===== config.mk =====
export PLATFORM = sky130hd
export DESIGN_NAME = uart_rx_mv_flat
export DESIGN_NICKNAME = d
export VERILOG_FILES = /design/src/rtl/uart_pkg.sv /design/src/rtl/uart_rx_mv_if.sv /design/src/rtl/uart_sync2.sv /design/src/rtl/uart_rx_mv.sv /design/src/flat_wrapper.sv
export SDC_FILE = /design/constraint.sdc
export NUM_CORES = 1
export LEC_CHECK = 0
export BUFFER_PORTS_ARGS = -buffer_cell sky130_fd_sc_hd__buf_2
export CAP_MARGIN = 0
export CORE_MARGIN = 2
export CORE_UTILIZATION = 40
export DETAILED_ROUTE_END_ITERATION = 8
export GPL_TIMING_DRIVEN = 0
export PLACE_DENSITY_LB_ADDON = 0.05
export SYNTH_ARGS = -nofsm -noshare
export SYNTH_HDL_FRONTEND = slang
export SYNTH_SLANG_ARGS = --single-unit

===== constraint.sdc =====
create_clock -name clk -period 2.36 [get_ports clk]
set_input_delay 0.236 -clock clk [delete_from_list [all_inputs] [get_ports clk]]
set_output_delay 0.236 -clock clk [all_outputs]
set_load 0.1 [all_outputs]

===== src/rtl/uart_pkg.sv =====
// Shared UART definitions: receiver FSM states, parity-type constants and
// frame-length helper used to size the receiver's bit-position counter.
package uart_pkg;

    typedef enum logic [2:0] {
        IDLE,
        START,
        DATA,
        PARITY,
        STOP,
        WAIT_IDLE
    } rx_state_e;

    localparam int unsigned EVEN = 0;
    localparam int unsigned ODD  = 1;

    // Bits on the line for one frame: start + data + optional parity + stop.
    function automatic int unsigned frame_len(input int unsigned data_width,
                                              input int unsigned par_en);
        return 2 + data_width + par_en;
    endfunction

endpackage


===== src/rtl/uart_rx_mv_if.sv =====
// Received-word handshake bundle between uart_rx_mv and its consumer.
//   DATA_VALID   : a received word is held on P_DATA_OUT
//   DATA_READY   : consumer accepts the held word
//   P_DATA_OUT   : received word
//   parity_error / stop_error / break_det : status held with the word
//   overrun      : one-cycle pulse when a completed frame is dropped
interface uart_rx_mv_if #(
    parameter int unsigned DATA_WIDTH = 8
);
    logic                  DATA_VALID;
    logic                  DATA_READY;
    logic [DATA_WIDTH-1:0] P_DATA_OUT;
    logic                  parity_error;
    logic                  stop_error;
    logic                  break_det;
    logic                  overrun;

    modport master (
        output DATA_VALID,
        output P_DATA_OUT,
        output parity_error,
        output stop_error,
        output break_det,
        output overrun,
        input  DATA_READY
    );

    modport slave (
        input  DATA_VALID,
        input  P_DATA_OUT,
        input  parity_error,
        input  stop_error,
        input  break_det,
        input  overrun,
        output DATA_READY
    );
endinterface


===== src/rtl/uart_sync2.sv =====
// Two-flop synchronizer for an asynchronous single-bit input.
//   clk : destination clock
//   rst : synchronous, active-high reset; both flops load RST_VAL
//   d   : asynchronous input
//   q   : synchronized output
module uart_sync2 #(
    parameter logic RST_VAL = 1'b1
) (
    input  logic clk,
    input  logic rst,
    input  logic d,
    output logic q
);

    logic meta;

    always_ff @(posedge clk) begin
        if (rst) begin
            meta <= RST_VAL;
            q    <= RST_VAL;
        end else begin
            meta <= d;
            q    <= meta;
        end
    end

endmodule


===== src/rtl/uart_rx_mv.sv =====
// Oversampling UART receiver with 3-sample majority vote per bit,
// false-start rejection, break detection and a held-valid output register
// with overrun reporting.
//   clk   : receiver clock, N x bit rate
//   rst   : synchronous, active-high reset
//   RX_IN : asynchronous serial line, idles high
//   rx_if : received-word handshake (master side)
module uart_rx_mv
    import uart_pkg::*;
#(
    parameter int unsigned DATA_WIDTH = 8,
    parameter int unsigned PAR_EN     = 1,
    parameter int unsigned PAR_TYPE   = EVEN,
    parameter int unsigned N          = 4
) (
    input  logic         clk,
    input  logic         rst,
    input  logic         RX_IN,
    uart_rx_mv_if.master rx_if
);

    localparam int unsigned CW         = $clog2(N);
    localparam int unsigned FRAME_BITS = frame_len(DATA_WIDTH, PAR_EN);
    localparam int unsigned BW         = $clog2(FRAME_BITS);

    localparam logic [CW-1:0] CNT_S0   = CW'(N / 2 - 1);
    localparam logic [CW-1:0] CNT_S1   = CW'(N / 2);
    localparam logic [CW-1:0] CNT_VOTE = CW'(N / 2 + 1);
    localparam logic [CW-1:0] CNT_LAST = CW'(N - 1);

    // Three distinct sample points must fit inside one bit.
    if (N < 4) begin : g_n_check
        $error("uart_rx_mv: N must be at least 4");
    end

    logic                  rxs;
    rx_state_e             state;
    logic [CW-1:0]         cnt;
    logic [BW-1:0]         bit_idx;
    logic                  s0;
    logic                  s1;
    logic [DATA_WIDTH-1:0] shreg;
    logic                  par_bit;

    logic          vote_c;
    logic          at_vote_c;
    logic          at_wrap_c;
    logic          complete_c;
    logic          par_err_c;
    logic          brk_c;
    logic [CW-1:0] cnt_next_c;

    uart_sync2 #(
        .RST_VAL (1'b1)
    ) u_sync (
        .clk (clk),
        .rst (rst),
        .d   (RX_IN),
        .q   (rxs)
    );

    // Two-of-three majority; the third sample is the live line at CNT_VOTE.
    assign vote_c     = (s0 & s1) | (s0 & rxs) | (s1 & rxs);
    assign at_vote_c  = (cnt == CNT_VOTE);
    assign at_wrap_c  = (cnt == CNT_LAST);
    assign cnt_next_c = at_wrap_c ? '0 : cnt + CW'(1);
    assign complete_c = (state == STOP) && at_vote_c;

    // Parity over data plus received parity bit must match the selected sense.
    assign par_err_c = (PAR_EN != 0) &&
                       ((^shreg ^ par_bit) != (PAR_TYPE == ODD));

    // par_bit stays 0 when parity is disabled, so it never masks a break.
    assign brk_c = (shreg == '0) && !par_bit && !vote_c;

    // Frame FSM, bit timing and sample capture.
    always_ff @(posedge clk) begin
        if (rst) begin
            state   <= IDLE;
            cnt     <= '0;
            bit_idx <= '0;
            s0      <= 1'b1;
            s1      <= 1'b1;
            shreg   <= '0;
            par_bit <= 1'b0;
        end else begin
            if (cnt == CNT_S0) s0 <= rxs;
            if (cnt == CNT_S1) s1 <= rxs;

            case (state)
                IDLE: begin
                    cnt     <= '0;
                    bit_idx <= '0;
                    // The detecting cycle is cnt=0 of the start bit.
                    if (!rxs) begin
                        state <= START;
                        cnt   <= CW'(1);
                    end
                end

                START: begin
                    cnt <= cnt_next_c;
                    if (at_vote_c && vote_c) begin
                        state <= IDLE;
                        cnt   <= '0;
                    end else if (at_wrap_c) begin
                        state   <= DATA;
                        bit_idx <= BW'(1);
                    end
                end

                DATA: begin
                    cnt <= cnt_next_c;
                    if (at_vote_c) shreg <= DATA_WIDTH'({vote_c, shreg} >> 1);
                    if (at_wrap_c) begin
                        bit_idx <= bit_idx + BW'(1);
                        if (bit_idx == BW'(DATA_WIDTH))
                            state <= (PAR_EN != 0) ? PARITY : STOP;
                    end
                end

                PARITY: begin
                    cnt <= cnt_next_c;
                    if (at_vote_c) par_bit <= vote_c;
                    if (at_wrap_c) begin
                        state   <= STOP;
                        bit_idx <= bit_idx + BW'(1);
                    end
                end

                STOP: begin
                    cnt <= cnt_next_c;
                    // Leave at the vote so a following start edge is not missed.
                    if (at_vote_c) begin
                        state <= vote_c ? IDLE : WAIT_IDLE;
                        cnt   <= '0;
                    end
                end

                WAIT_IDLE: begin
                    cnt <= '0;
                    if (rxs) state <= IDLE;
                end

                default: begin
                    state <= IDLE;
                    cnt   <= '0;
                end
            endcase
        end
    end

    // Output word register: load on completion unless a word is held and not
    // being taken this cycle, in which case the new frame is dropped.
    always_ff @(posedge clk) begin
        if (rst) begin
            rx_if.DATA_VALID   <= 1'b0;
            rx_if.P_DATA_OUT   <= '0;
            rx_if.parity_error <= 1'b0;
            rx_if.stop_error   <= 1'b0;
            rx_if.break_det    <= 1'b0;
            rx_if.overrun      <= 1'b0;
        end else begin
            rx_if.overrun <= 1'b0;
            if (complete_c && (!rx_if.DATA_VALID || rx_if.DATA_READY)) begin
                rx_if.DATA_VALID   <= 1'b1;
                rx_if.P_DATA_OUT   <= shreg;
                rx_if.parity_error <= par_err_c;
                rx_if.stop_error   <= !vote_c;
                rx_if.break_det    <= brk_c;
            end else if (complete_c) begin
                rx_if.overrun <= 1'b1;
            end else if (rx_if.DATA_READY) begin
                rx_if.DATA_VALID <= 1'b0;
            end
        end
    end

endmodule


===== src/flat_wrapper.sv =====
// flat-port wrapper written by rule: the top's interface ports become plain ports
module uart_rx_mv_flat import uart_pkg::*;
#(
    parameter int unsigned DATA_WIDTH = 8,
    parameter int unsigned PAR_EN     = 1,
    parameter int unsigned PAR_TYPE   = EVEN,
    parameter int unsigned N          = 4
)
  (clk, rst, RX_IN, rx_if_DATA_VALID, rx_if_P_DATA_OUT, rx_if_parity_error, rx_if_stop_error, rx_if_break_det, rx_if_overrun, rx_if_DATA_READY);
  uart_rx_mv_if #(.DATA_WIDTH(DATA_WIDTH)) rx_if_i ();
  input  logic clk;
  input  logic rst;
  input  logic RX_IN;
  output wire logic [$bits(rx_if_i.DATA_VALID)-1:0] rx_if_DATA_VALID;
  output wire logic [$bits(rx_if_i.P_DATA_OUT)-1:0] rx_if_P_DATA_OUT;
  output wire logic [$bits(rx_if_i.parity_error)-1:0] rx_if_parity_error;
  output wire logic [$bits(rx_if_i.stop_error)-1:0] rx_if_stop_error;
  output wire logic [$bits(rx_if_i.break_det)-1:0] rx_if_break_det;
  output wire logic [$bits(rx_if_i.overrun)-1:0] rx_if_overrun;
  input wire logic [$bits(rx_if_i.DATA_READY)-1:0] rx_if_DATA_READY;
  assign rx_if_DATA_VALID = rx_if_i.DATA_VALID;
  assign rx_if_P_DATA_OUT = rx_if_i.P_DATA_OUT;
  assign rx_if_parity_error = rx_if_i.parity_error;
  assign rx_if_stop_error = rx_if_i.stop_error;
  assign rx_if_break_det = rx_if_i.break_det;
  assign rx_if_overrun = rx_if_i.overrun;
  assign rx_if_i.DATA_READY = rx_if_DATA_READY;
  uart_rx_mv #(.DATA_WIDTH(DATA_WIDTH), .PAR_EN(PAR_EN), .PAR_TYPE(PAR_TYPE), .N(N)) u_core (.clk(clk), .rst(rst), .RX_IN(RX_IN), .rx_if(rx_if_i));
endmodule

==> Implementation_results.wiki, run 1 <==
{| class="wikitable"
! Metric !! Value
|-
| Post-detail-place hpwl || roughly 2.3 mm
|-
| Port Buffers || 15
|-
| Syn_nets || 195
|-
| Core area || between 3000 and 4000 um2
|-
| Starting density of the core || 0.412
|-
| Required @ worst endpoint || 2580 ps
|-
| Number of clock buffers inserted by TritonCTS || 5
|-
| Share of the yosys chip area belonging to registers || 0.428
|-
| Worst slack at placement || 304 ps
|-
| Upper clock frequency limit || 0.480 GHz
|-
| Total global routing track utilization || 0.162
|-
| Vias in the first global route || ~1200
|-
| Setup clock skew after layout || between 10 and 15 ps
|-
| Count of buffers added by post-CTS timing repair for setup || 0
|-
| # setup viols final || 0
|-
| Number of distinct library cells after synthesis || 37
|-
| Fin Setup TNS || 0 ps
|-
| Area of the die || 4620 um2
|-
| CTS tree || done
|-
| Commonest register cell after synthesis || dfxtp_1
|-
| Count of inserted antenna diode cells || 0
|-
| Pin count of the biggest net entering global routing || 11
|-
| Cell taking the most area after synthesis || dfxtp_1
|-
| Worst-margin pin slew || 488 ps
|-
| Yosys reg bits || 35
|-
| Period Utilization, post-route || 0.882
|-
| # nets final || ~220
|-
| Aggregate routed wire length || 3.22 mm
|-
| Initial antenna violation count || 0
|-
| Switching part of the total power || 0.223
|-
| Post-synthesis xor/xnor area fraction || 0.0245
|-
| Dominant combinational cell family by area after synthesis || simple AND/OR/NAND/NOR gates
|-
| Worst path depth || 5
|-
| Number of vias per cell || 5.03
|-
| Remaining global-route overflow || 0
|-
| Num ports || 17
|-
| Syn Area/Cell || 8.99 um2
|-
| Logic gate share of total power || 0.044
|-
| Crit path largest cell delay || between 500 and 600 ps
|-
| Final Slew Violations || 0
|-
| DR vias || 1273
|-
| Cell count of the worst reg-to-reg path || 5
|-
| Vertical die dimension || 68.0 um
|-
| Worst hold path class || in2reg
|-
| Clock root cell || clkbuf_8
|-
| Highest ir drop seen on vdd || 0.247 mV
|-
| Cell chain of the critical path || ha_1 -> clkbuf_1 -> nand4_1 -> or4_1 -> a21oi_1
|-
| Non-filler cells in the finished layout || 253
|-
| DRC Markers || 0
|-
| Slack of the critical path || 278 ps
|-
| CP max stage cell || or4_1
|-
| Async S/R FF share, synth || 0
|-
| Mux cell area share after synthesis || 0.0864
|-
| Result of the run || complete, no violations
|-
| First-pass DRT Iterations || 4
|-
| Cells after synthesis || 182
|-
| Cell row count || 23
|-
| WS Path Type || reg2reg
|-
| Cell family with most CP delay || simple AND/OR/NAND/NOR gates
|-
| GP Congestion || about 0.85
|-
| Nature of the critical path endpoint || flip-flop
|-
| Worst Path Arrival || between 2000 and 2500 ps
|-
| Fraction of layout instances using a drive strength above 1 || 0.177
|-
| Share of the synthesized area in the top cell type || 0.428
|-
| Share of the synthesized area in compound gates (AO/OA/AOI/OAI) || 0.117
|-
| Global-route wire length before repair || 5.57 mm
|-
| H-Tree Level Count || 2
|-
| Fill cell instance count of the final layout || 397
|-
| Later-pin clock latency in the skew report || 290 ps
|-
| Die boundary width || just under 70 um
|-
| Adder and majority cell fraction of the synthesized area || 0.0772
|-
| Area growth, synth to finish || 12.8%
|-
| Min Tclk post-route || 2080 ps
|-
| Count of endpoints failing hold in the final timing report || 0
|-
| Max-capacitance violation count || 0
|-
| Maximum fanout encountered on the critical timing path || 10
|-
| 1st-iter DRT viols || 82
|-
| Post-detailed-route count of antenna-violating nets || 0
|-
| Yosys synthesis warning count || 0
|-
| Average wire length per cell after detail routing || 12.7 um
|-
| Number of cells in the design after placement || 247
|-
| Number of buffers added to fix hold violations after cts || 0
|-
| Clock edge transition at the registers on the reported setup and hold paths || 70 ps
|-
| Cells on Worst Hold Path || 2
|-
| Post-Synthesis Cell Area || 1640 um2
|-
| Unrepaired setup endpoints after global routing || false
|-
| Leading post-synthesis cells by cell area || dfxtp_1 (43%), mux2i_1 (8.0%), nor2_1 (7.6%)
|-
| WP buf/inv || 1
|-
| Simple-gate share of the synthesized area || 0.204
|-
| Post-synth EDFFs || 0
|-
| Part of the power in registers || 0.575
|-
| CTS sink count || 35
|-
| Worst setup SP type || flip-flop
|-
| Net load switching power || 0.234 mW
|-
| Power per Cell Area || 567 nW/um2
|-
| Worst-case headroom to the max-slew limit || 0.677
|-
| Buffers from clock root to sink, at most || 2
|-
| Clock network power share || 0.381
|-
| Quantity of gates resized following cts || 0
|-
| Leakage power of the design || just over 0.8 nW
|-
| Power Internal || 0.813 mW
|}
==> kinds of logic after synthesis <==
kind of cell             Yosys count
AND/OR/NAND/NOR                   69
flip-flops                        35
AO/OA/AOI/OAI                     27
buffers and inverters             24
multiplexers                      14
adder cells (fa/ha/maj)           10
XOR/XNOR                           3
==> placed cells by master, fill, tap and decap left out, types with 5 or more instances in the layout <==
| cell type | n |
|---|---|
| nor3_1 | 6 |
| buf_2 | 19 |
| clkbuf_8 | 5 |
| clkbuf_1 | 6 |
| dfxtp_1 | 35 |
| nor2_1 | 33 |
| inv_1 | 13 |
| a21oi_1 | 14 |
| nand2_1 | 7 |
| ha_1 | 9 |
| mux2i_1 | 13 |
==> routing by layer <==
metal | track usage | part of all wire
met1 | 0.209 | 0.52
met2 | 0.252 | 0.44
met3 | 0.0395 | 0.029
met4 | 0.0750 | 0.015
met5 | 0 | 0
==> worst paths after layout <==
check,slack [ps],from,end
hold / removal,140,RX_IN,u_core.u_sync.meta
hold reg to reg,410,u_core.u_sync.meta,u_core.u_sync.q
setup / recovery,280,u_core.cnt[0],u_core.rx_if.break_det
setup reg to reg,280,u_core.cnt[0],u_core.rx_if.break_det
==> synth_stat cells (all sizes together), types with 5 or more instances <==
| cell type | n |
|---|---|
| a21oi | 14 |
| mux2i | 13 |
| clkbuf | 5 |
| nor2 | 33 |
| nor3 | 6 |
| buf | 6 |
| inv | 13 |
| dfxtp | 35 |
| ha | 9 |
| nand2 | 7 |
==> registers in the layout, summed over array words and instances (netlist names) <==
name / cells
u_core.bit_idx: 4
u_core.cnt: 2
u_core.par_bit: 1
u_core.rx_if.DATA_VALID: 1
u_core.rx_if.P_DATA_OUT: 8
u_core.rx_if.break_det: 1
u_core.rx_if.overrun: 1
u_core.rx_if.parity_error: 1
u_core.rx_if.stop_error: 1
u_core.s0: 1
u_core.s1: 1
u_core.shreg: 8
u_core.state: 3
u_core.u_sync.meta: 1
u_core.u_sync.q: 1
==> stage by stage <==
| stage | cell area, um2 | hold slack (ps) | util | total power [mW] |
|---|---|---|---|---|
| after floorplan | 1640 | 340 | - | 0.650 |
| after global placement | 1770 | 393 | 0.447 | 0.661 |
| after detailed placement | 1770 | 397 | 0.447 | 0.662 |
| after CTS | 1850 | 128 | 0.465 | 1.06 |
| after global routing | 1850 | 133 | 0.465 | 1.09 |
| final | 1850 | 139 | 0.465 | 1.05 |
==> layout make-up <==
cell class | count | area [um2] | share of cell area
timing repair buffer | 15 | 75.1 | 0.0407
multi-input combinational | 123 | 833 | 0.451
tap | 50 | 62.6 | 0.0339
sequential | 35 | 701 | 0.379
buffer | 11 | 53.8 | 0.0291
clock buffer | 6 | 72.6 | 0.0393
inverter | 13 | 48.8 | 0.0264
==> power by group through the flow <==
stage / sequential, mW / combinational, mW / clock [mW]
finish: 0.602 / 0.0457 / 0.399
global route: 0.603 / 0.0515 / 0.434
CTS: 0.602 / 0.0470 / 0.413
detailed placement: 0.615 / 0.0465 / 0
global placement: 0.615 / 0.0461 / 0
floorplan: 0.614 / 0.0360 / 0
Note: power is estimated with default switching activity, not from simulation.
==> run 2, diff against run 1 <==
- BUFFER_PORTS_ARGS: -buffer_cell sky130_fd_sc_hd__buf_2 -> -buffer_cell sky130_fd_sc_hd__buf_4
- CORE_MARGIN: 2 -> 4
==> Implementation_results.wiki, run 2 (synthesized netlist as in run 1, its figures left out) <==
{| class="wikitable"
! Metric !! Value
|-
| Result of the run || complete, no violations
|-
| Min Tclk post-route || 2100 ps
|-
| Area of the die || 5180 um2
|-
| Average wire length per cell after detail routing || 12.9 um
|-
| # nets final || 217
|-
| Buffers from clock root to sink, at most || 2
|-
| Met3 routed WL || 139 um
|-
| Highest ir drop seen on vdd || approximately 0.32 mV
|-
| CP max stage cell || or4_1
|-
| Worst setup SP type || flip-flop
|-
| Post-route standard cell area excluding fillers || 1900 um2
|-
| Die boundary width || ~72 um
|-
| Total global routing track utilization || 0.134
|-
| 1st-iter DRT viols || 124
|-
| Global-route wire length before repair || roughly 5.4 mm
|-
| Fin Setup TNS || 0 ps
|-
| Quantity of gates resized following cts || 0
|-
| First-pass DRT Iterations || 4
|-
| Cell row count || 22
|-
| Number of cells in the design after placement || approximately 250
|-
| Top Registers || u_core.rx_if.P_DATA_OUT: 8 flops, u_core.shreg: 8 flops, u_core.bit_idx: 4 flops
|-
| FF-to-FF Start || u_core.cnt[0]
|-
| Cell chain of the critical path || ha_1 -> clkbuf_1 -> nand4_1 -> or4_1 -> a21oi_1
|-
| Count of buffers added by post-CTS timing repair for setup || 0
|-
| Post-detailed-route count of antenna-violating nets || 0
|-
| Vias in the first global route || 1180
|-
| Worst hold path class || in2reg
|-
| Total power draw || 1.08 mW
|-
| Unrepaired setup endpoints after global routing || false
|-
| Worst r2r dst || u_core.rx_if.break_det
|-
| Upper clock frequency limit || 0.476 GHz
|-
| Non-filler cells in the finished layout || between 200 and 300
|-
| Endpoint, Worst Hold || u_core.u_sync.meta
|-
| Remaining global-route overflow || 0
|-
| Routed met2 length || 1.47 mm
|-
| # setup viols final || 0
|-
| Maximum fanout encountered on the critical timing path || 10
|-
| Max-capacitance violation count || 0
|-
| Clock edge transition at the registers on the reported setup and hold paths || roughly 70 ps
|-
| Port Buffers || 15
|-
| Setup clock skew after layout || 7.27 ps
|-
| Number of buffers added to fix hold violations after cts || 0
|-
| Fraction of layout instances using a drive strength above 1 || 0.186
|-
| Worst Path Arrival || 2320 ps
|-
| WS Path Type || reg2reg
|-
| H-Tree Level Count || 2
|-
| Post-detail-place hpwl || 2.22 mm
|-
| Power per Cell Area || 568 nW/um2
|-
| Aggregate routed wire length || 3.26 mm
|-
| CTS tree || done
|-
| Crit path largest cell delay || about 600 ps
|-
| Placed Instance Area || 1810 um2
|-
| Leakage power of the design || 0.825 nW
|-
| Nature of the critical path endpoint || flip-flop
|-
| Vertical die dimension || 72.0 um
|-
| CTS sink count || 35
|-
| Clock root cell || clkbuf_8
|-
| Worst Min Path Start || RX_IN
|-
| Initial antenna violation count || 0
|-
| Later-pin clock latency in the skew report || approximately 280 ps
|-
| Num ports || 17
|-
| Highest-count cells in the layout ignoring fill and taps || dfxtp_1 (35), nor2_1 (33), buf_4 (17)
|-
| Reg-to-reg setup timing slack || 260 ps
|-
| Cell count of the worst reg-to-reg path || 5
|-
| Hold Worst Slack || 140 ps
|-
| Required @ worst endpoint || ~2600 ps
|-
| DR vias || 1294
|-
| Count of inserted antenna diode cells || 0
|-
| Pin count of the biggest net entering global routing || 11
|-
| Length of routed wiring on met1 || 1.61 mm
|-
| Number of vias per cell || 5.13
|-
| Cells on Worst Hold Path || 2
|-
| Highest metal layer used by the detailed router || met4
|-
| DRC Markers || 0
|-
| Worst-case headroom to the max-slew limit || 0.675
|-
| Area growth, synth to finish || 15.9%
|-
| Starting density of the core || 0.431
|-
| GP Congestion || roughly 0.81
|-
| Most common cell after layout, fill and taps aside || dfxtp_1
|-
| Period Utilization, post-route || 0.890
|-
| Count of endpoints failing hold in the final timing report || 0
|-
| Number of clock buffers inserted by TritonCTS || 5
|-
| Core area || 3800 um2
|-
| Worst-margin pin slew || 488 ps
|-
| Final Slew Violations || 0
|}
[run 2: cell count changes in the layout (fill, tap and decap cells not counted), sizes merged]
cell / delta
clkinv: +1
[run 2: worst max-delay path by stage]
stage / start / end / slack, ps
after floorplan: u_core.rx_if.DATA_VALID / u_core.rx_if.P_DATA_OUT[0] / 420
after global placement: u_core.cnt[0] / u_core.shreg[6] / 350
after detailed placement: u_core.cnt[0] / u_core.rx_if.break_det / 300
after CTS: u_core.cnt[0] / u_core.rx_if.break_det / 290
after global routing: u_core.cnt[0] / u_core.shreg[6] / 100
final: u_core.cnt[0] / u_core.rx_if.break_det / 260
[run 2: layout make-up]
class,count,area [um2]
plain buffers,11,53.8
clock buffers,6,82.6
clock inverters,1,5.00
fillers,377,1900
inverters,13,48.8
multi-input cells,123,833
flip-flops and latches,35,701
well taps,48,60.1
repair buffers,15,113
[run 2: power by group]
part / total [mW] / internal, mW / leakage, nW / switching, mW
clock network: 0.429 / 0.229 / 0.0470 / 0.200
logic: 0.0469 / 0.0213 / 0.495 / 0.0256
registers: 0.602 / 0.596 / 0.283 / 0.00611
[run 2: through the flow]
step | util | worst slack, ps
global route | 0.499 | 102
detailed placement | 0.476 | 302
global placement | 0.476 | 348
floorplan | - | 420
CTS | 0.499 | 287
finish | 0.499 | 260
[run 2: metal layers]
metal | vias up | track usage
met2 | 28 | 0.212
li1 | 664 | -
met1 | 598 | 0.166
met4 | 0 | 0.0585
met3 | 4 | 0.0429
met5 | - | 0
[run 2: worst max-delay path: cells and delay by family (launching register included)]
| kind | cells | cell delay [ps] |
|---|---|---|
| and+or+nand+nor | 2 | 900 |
| buffers and inverters | 1 | 360 |
| AOI/OAI and AO/OA | 1 | 130 |
| DFF | 1 | 400 |
| adders and majority gates | 1 | 240 |
==> run 3, diff against run 2 <==
- clock period: 2.36 -> 2.1 ns (I/O delays scaled with it)
==> Implementation_results.wiki, run 3 (synthesized netlist as in run 1, its figures left out) <==
{| class="wikitable"
! Metric !! Value
|-
| Max-capacitance violation count || 0
|-
| Starting density of the core || 0.431
|-
| WS Path Type || reg2reg
|-
| Share of the core filled with cells in the final layout || 0.500
|-
| Final Slew Violations || 0
|-
| Upper clock frequency limit || 0.524 GHz
|-
| # setup viols final || 0
|-
| Vias in the first global route || 1180
|-
| Core area || 3800 um2
|-
| Maximum fanout encountered on the critical timing path || 10
|-
| Number of vias per cell || 5.09
|-
| Worst Path Arrival || 2120 ps
|-
| Most common cell after layout, fill and taps aside || dfxtp_1
|-
| 1st-iter DRT viols || 103
|-
| Clock network power share || 0.397
|-
| Non-filler cells in the finished layout || approximately 250
|-
| Clock root cell || clkbuf_8
|-
| Num ports || 17
|-
| First-pass DRT Iterations || 4
|-
| Number of buffers added to fix hold violations after cts || 0
|-
| Count of inserted antenna diode cells || 0
|-
| Post-detailed-route count of antenna-violating nets || 0
|-
| Switching part of the total power || 0.214
|-
| Slack of the critical path || between 150 and 200 ps
|-
| # nets final || about 220
|-
| Total power draw || around 1.2 mW
|-
| Worst-margin pin slew || around 480 ps
|-
| Nature of the critical path endpoint || flip-flop
|-
| Worst hold path class || in2reg
|-
| Aggregate routed wire length || between 3 and 4 mm
|-
| DR vias || 1282
|-
| Vertical die dimension || 72.0 um
|-
| Buffers from clock root to sink, at most || 2
|-
| Worst slack at placement || 42.4 ps
|-
| Part of the power in registers || 0.560
|-
| Required @ worst endpoint || 2310 ps
|-
| Fin Setup TNS || 0 ps
|-
| Min Tclk post-route || 1910 ps
|-
| Fraction of layout instances using a drive strength above 1 || 0.201
|-
| Pin count of the biggest net entering global routing || 11
|-
| Power per Cell Area || 636 nW/um2
|-
| Period Utilization, post-route || 0.909
|-
| Area of the die || 5180 um2
|-
| Setup clock skew after layout || 6.24 ps
|-
| H-Tree Level Count || 2
|-
| Clock edge transition at the registers on the reported setup and hold paths || 70 ps
|-
| Area growth, synth to finish || 16.1%
|-
| GP Congestion || 0.808
|-
| Post-detail-place hpwl || 2.22 mm
|-
| Fill cell instance count of the final layout || 374
|-
| Worst setup SP type || flip-flop
|-
| Top Registers || u_core.rx_if.P_DATA_OUT: 8 flops, u_core.shreg: 8 flops, u_core.bit_idx: 4 flops
|-
| Die boundary width || 72.0 um
|-
| Highest ir drop seen on vdd || 0.363 mV
|-
| Total global routing track utilization || 0.134
|-
| Net load switching power || 0.259 mW
|-
| Initial antenna violation count || 0
|-
| Count of buffers added by post-CTS timing repair for setup || 0
|-
| Number of cells in the design after placement || ~250
|-
| Cell row count || 22
|-
| Later-pin clock latency in the skew report || roughly 280 ps
|-
| Global-route wire length before repair || 5.44 mm
|-
| DRC Markers || 0
|-
| Port Buffers || 15
|-
| Multi-input gate area || 833 um2
|-
| Count of endpoints failing hold in the final timing report || 0
|-
| Average wire length per cell after detail routing || 12.8 um
|-
| Number of clock buffers inserted by TritonCTS || 5
|-
| Logic gate share of total power || 0.043
|-
| Power Internal || 0.951 mW
|-
| CTS sink count || 35
|-
| CTS tree || done
|-
| Area occupied by registers || roughly 700 um2
|-
| Highest-count cells in the layout ignoring fill and taps || dfxtp_1 (35), nor2_1 (33), buf_4 (17)
|-
| Worst-case headroom to the max-slew limit || 0.680
|-
| Unrepaired setup endpoints after global routing || false
|-
| Leakage power of the design || 0.835 nW
|-
| Remaining global-route overflow || 0
|-
| Result of the run || complete, no violations
|}
==> run 3: stage by stage <==
step / hold slack (ps) / cell area (um2)
floorplan: 314 / 1640
global placement: 392 / 1810
detailed placement: 396 / 1810
CTS: 104 / 1900
global route: 108 / 1900
finish: 115 / 1900
==> run 3: worst paths after layout <==
check	from	end	slack, ps	cells after the start
worst max-delay path	u_core.cnt[0]	u_core.rx_if.break_det	190	5
worst min-delay path	RX_IN	u_core.u_sync.meta	120	2
worst max register to register	u_core.cnt[0]	u_core.rx_if.break_det	190	5
worst min register to register	u_core.u_sync.meta	u_core.u_sync.q	410	1
==> run 3: layout make-up <==
type / count / area share
Buffer: 11 / 0.0303
Tap cell: 48 / 0.0316
Clock buffer: 6 / 0.0434
Timing Repair Buffer: 15 / 0.0592
Inverter: 13 / 0.0257
Sequential cell: 35 / 0.369
Multi-Input combinational cell: 123 / 0.438
Clock inverter: 1 / 0.00263
==> run 3: metal layers <==
layer	GRT usage	vias up	wire, um
li1	-	666	-
met1	0.166	590	1600
met2	0.212	22	1470
met3	0.0429	4	126
met4	0.0585	0	38
met5	0	-	0
==> run 3: critical path: stages (launching register included) <==
cell	delay, ps
dfxtp_1	400
ha_1	240
clkbuf_2	240
nand4_1	240
or4_1	590
a21oi_1	130
==> run 3: what timing repair did <==
action / in CTS / in global routing
resized for setup: 0 / 5
setup endpoints to repair: 0 / 17
hold endpoints to repair: 0 / 0
==> run 3: power groups by stage <==
stage | registers (mW) | clock network, mW | logic (mW)
finish | 0.677 | 0.480 | 0.0525
CTS | 0.677 | 0.499 | 0.0534
floorplan | 0.690 | 0 | 0.0405
detailed placement | 0.692 | 0 | 0.0532
global route | 0.677 | 0.528 | 0.0578
global placement | 0.691 | 0 | 0.0521
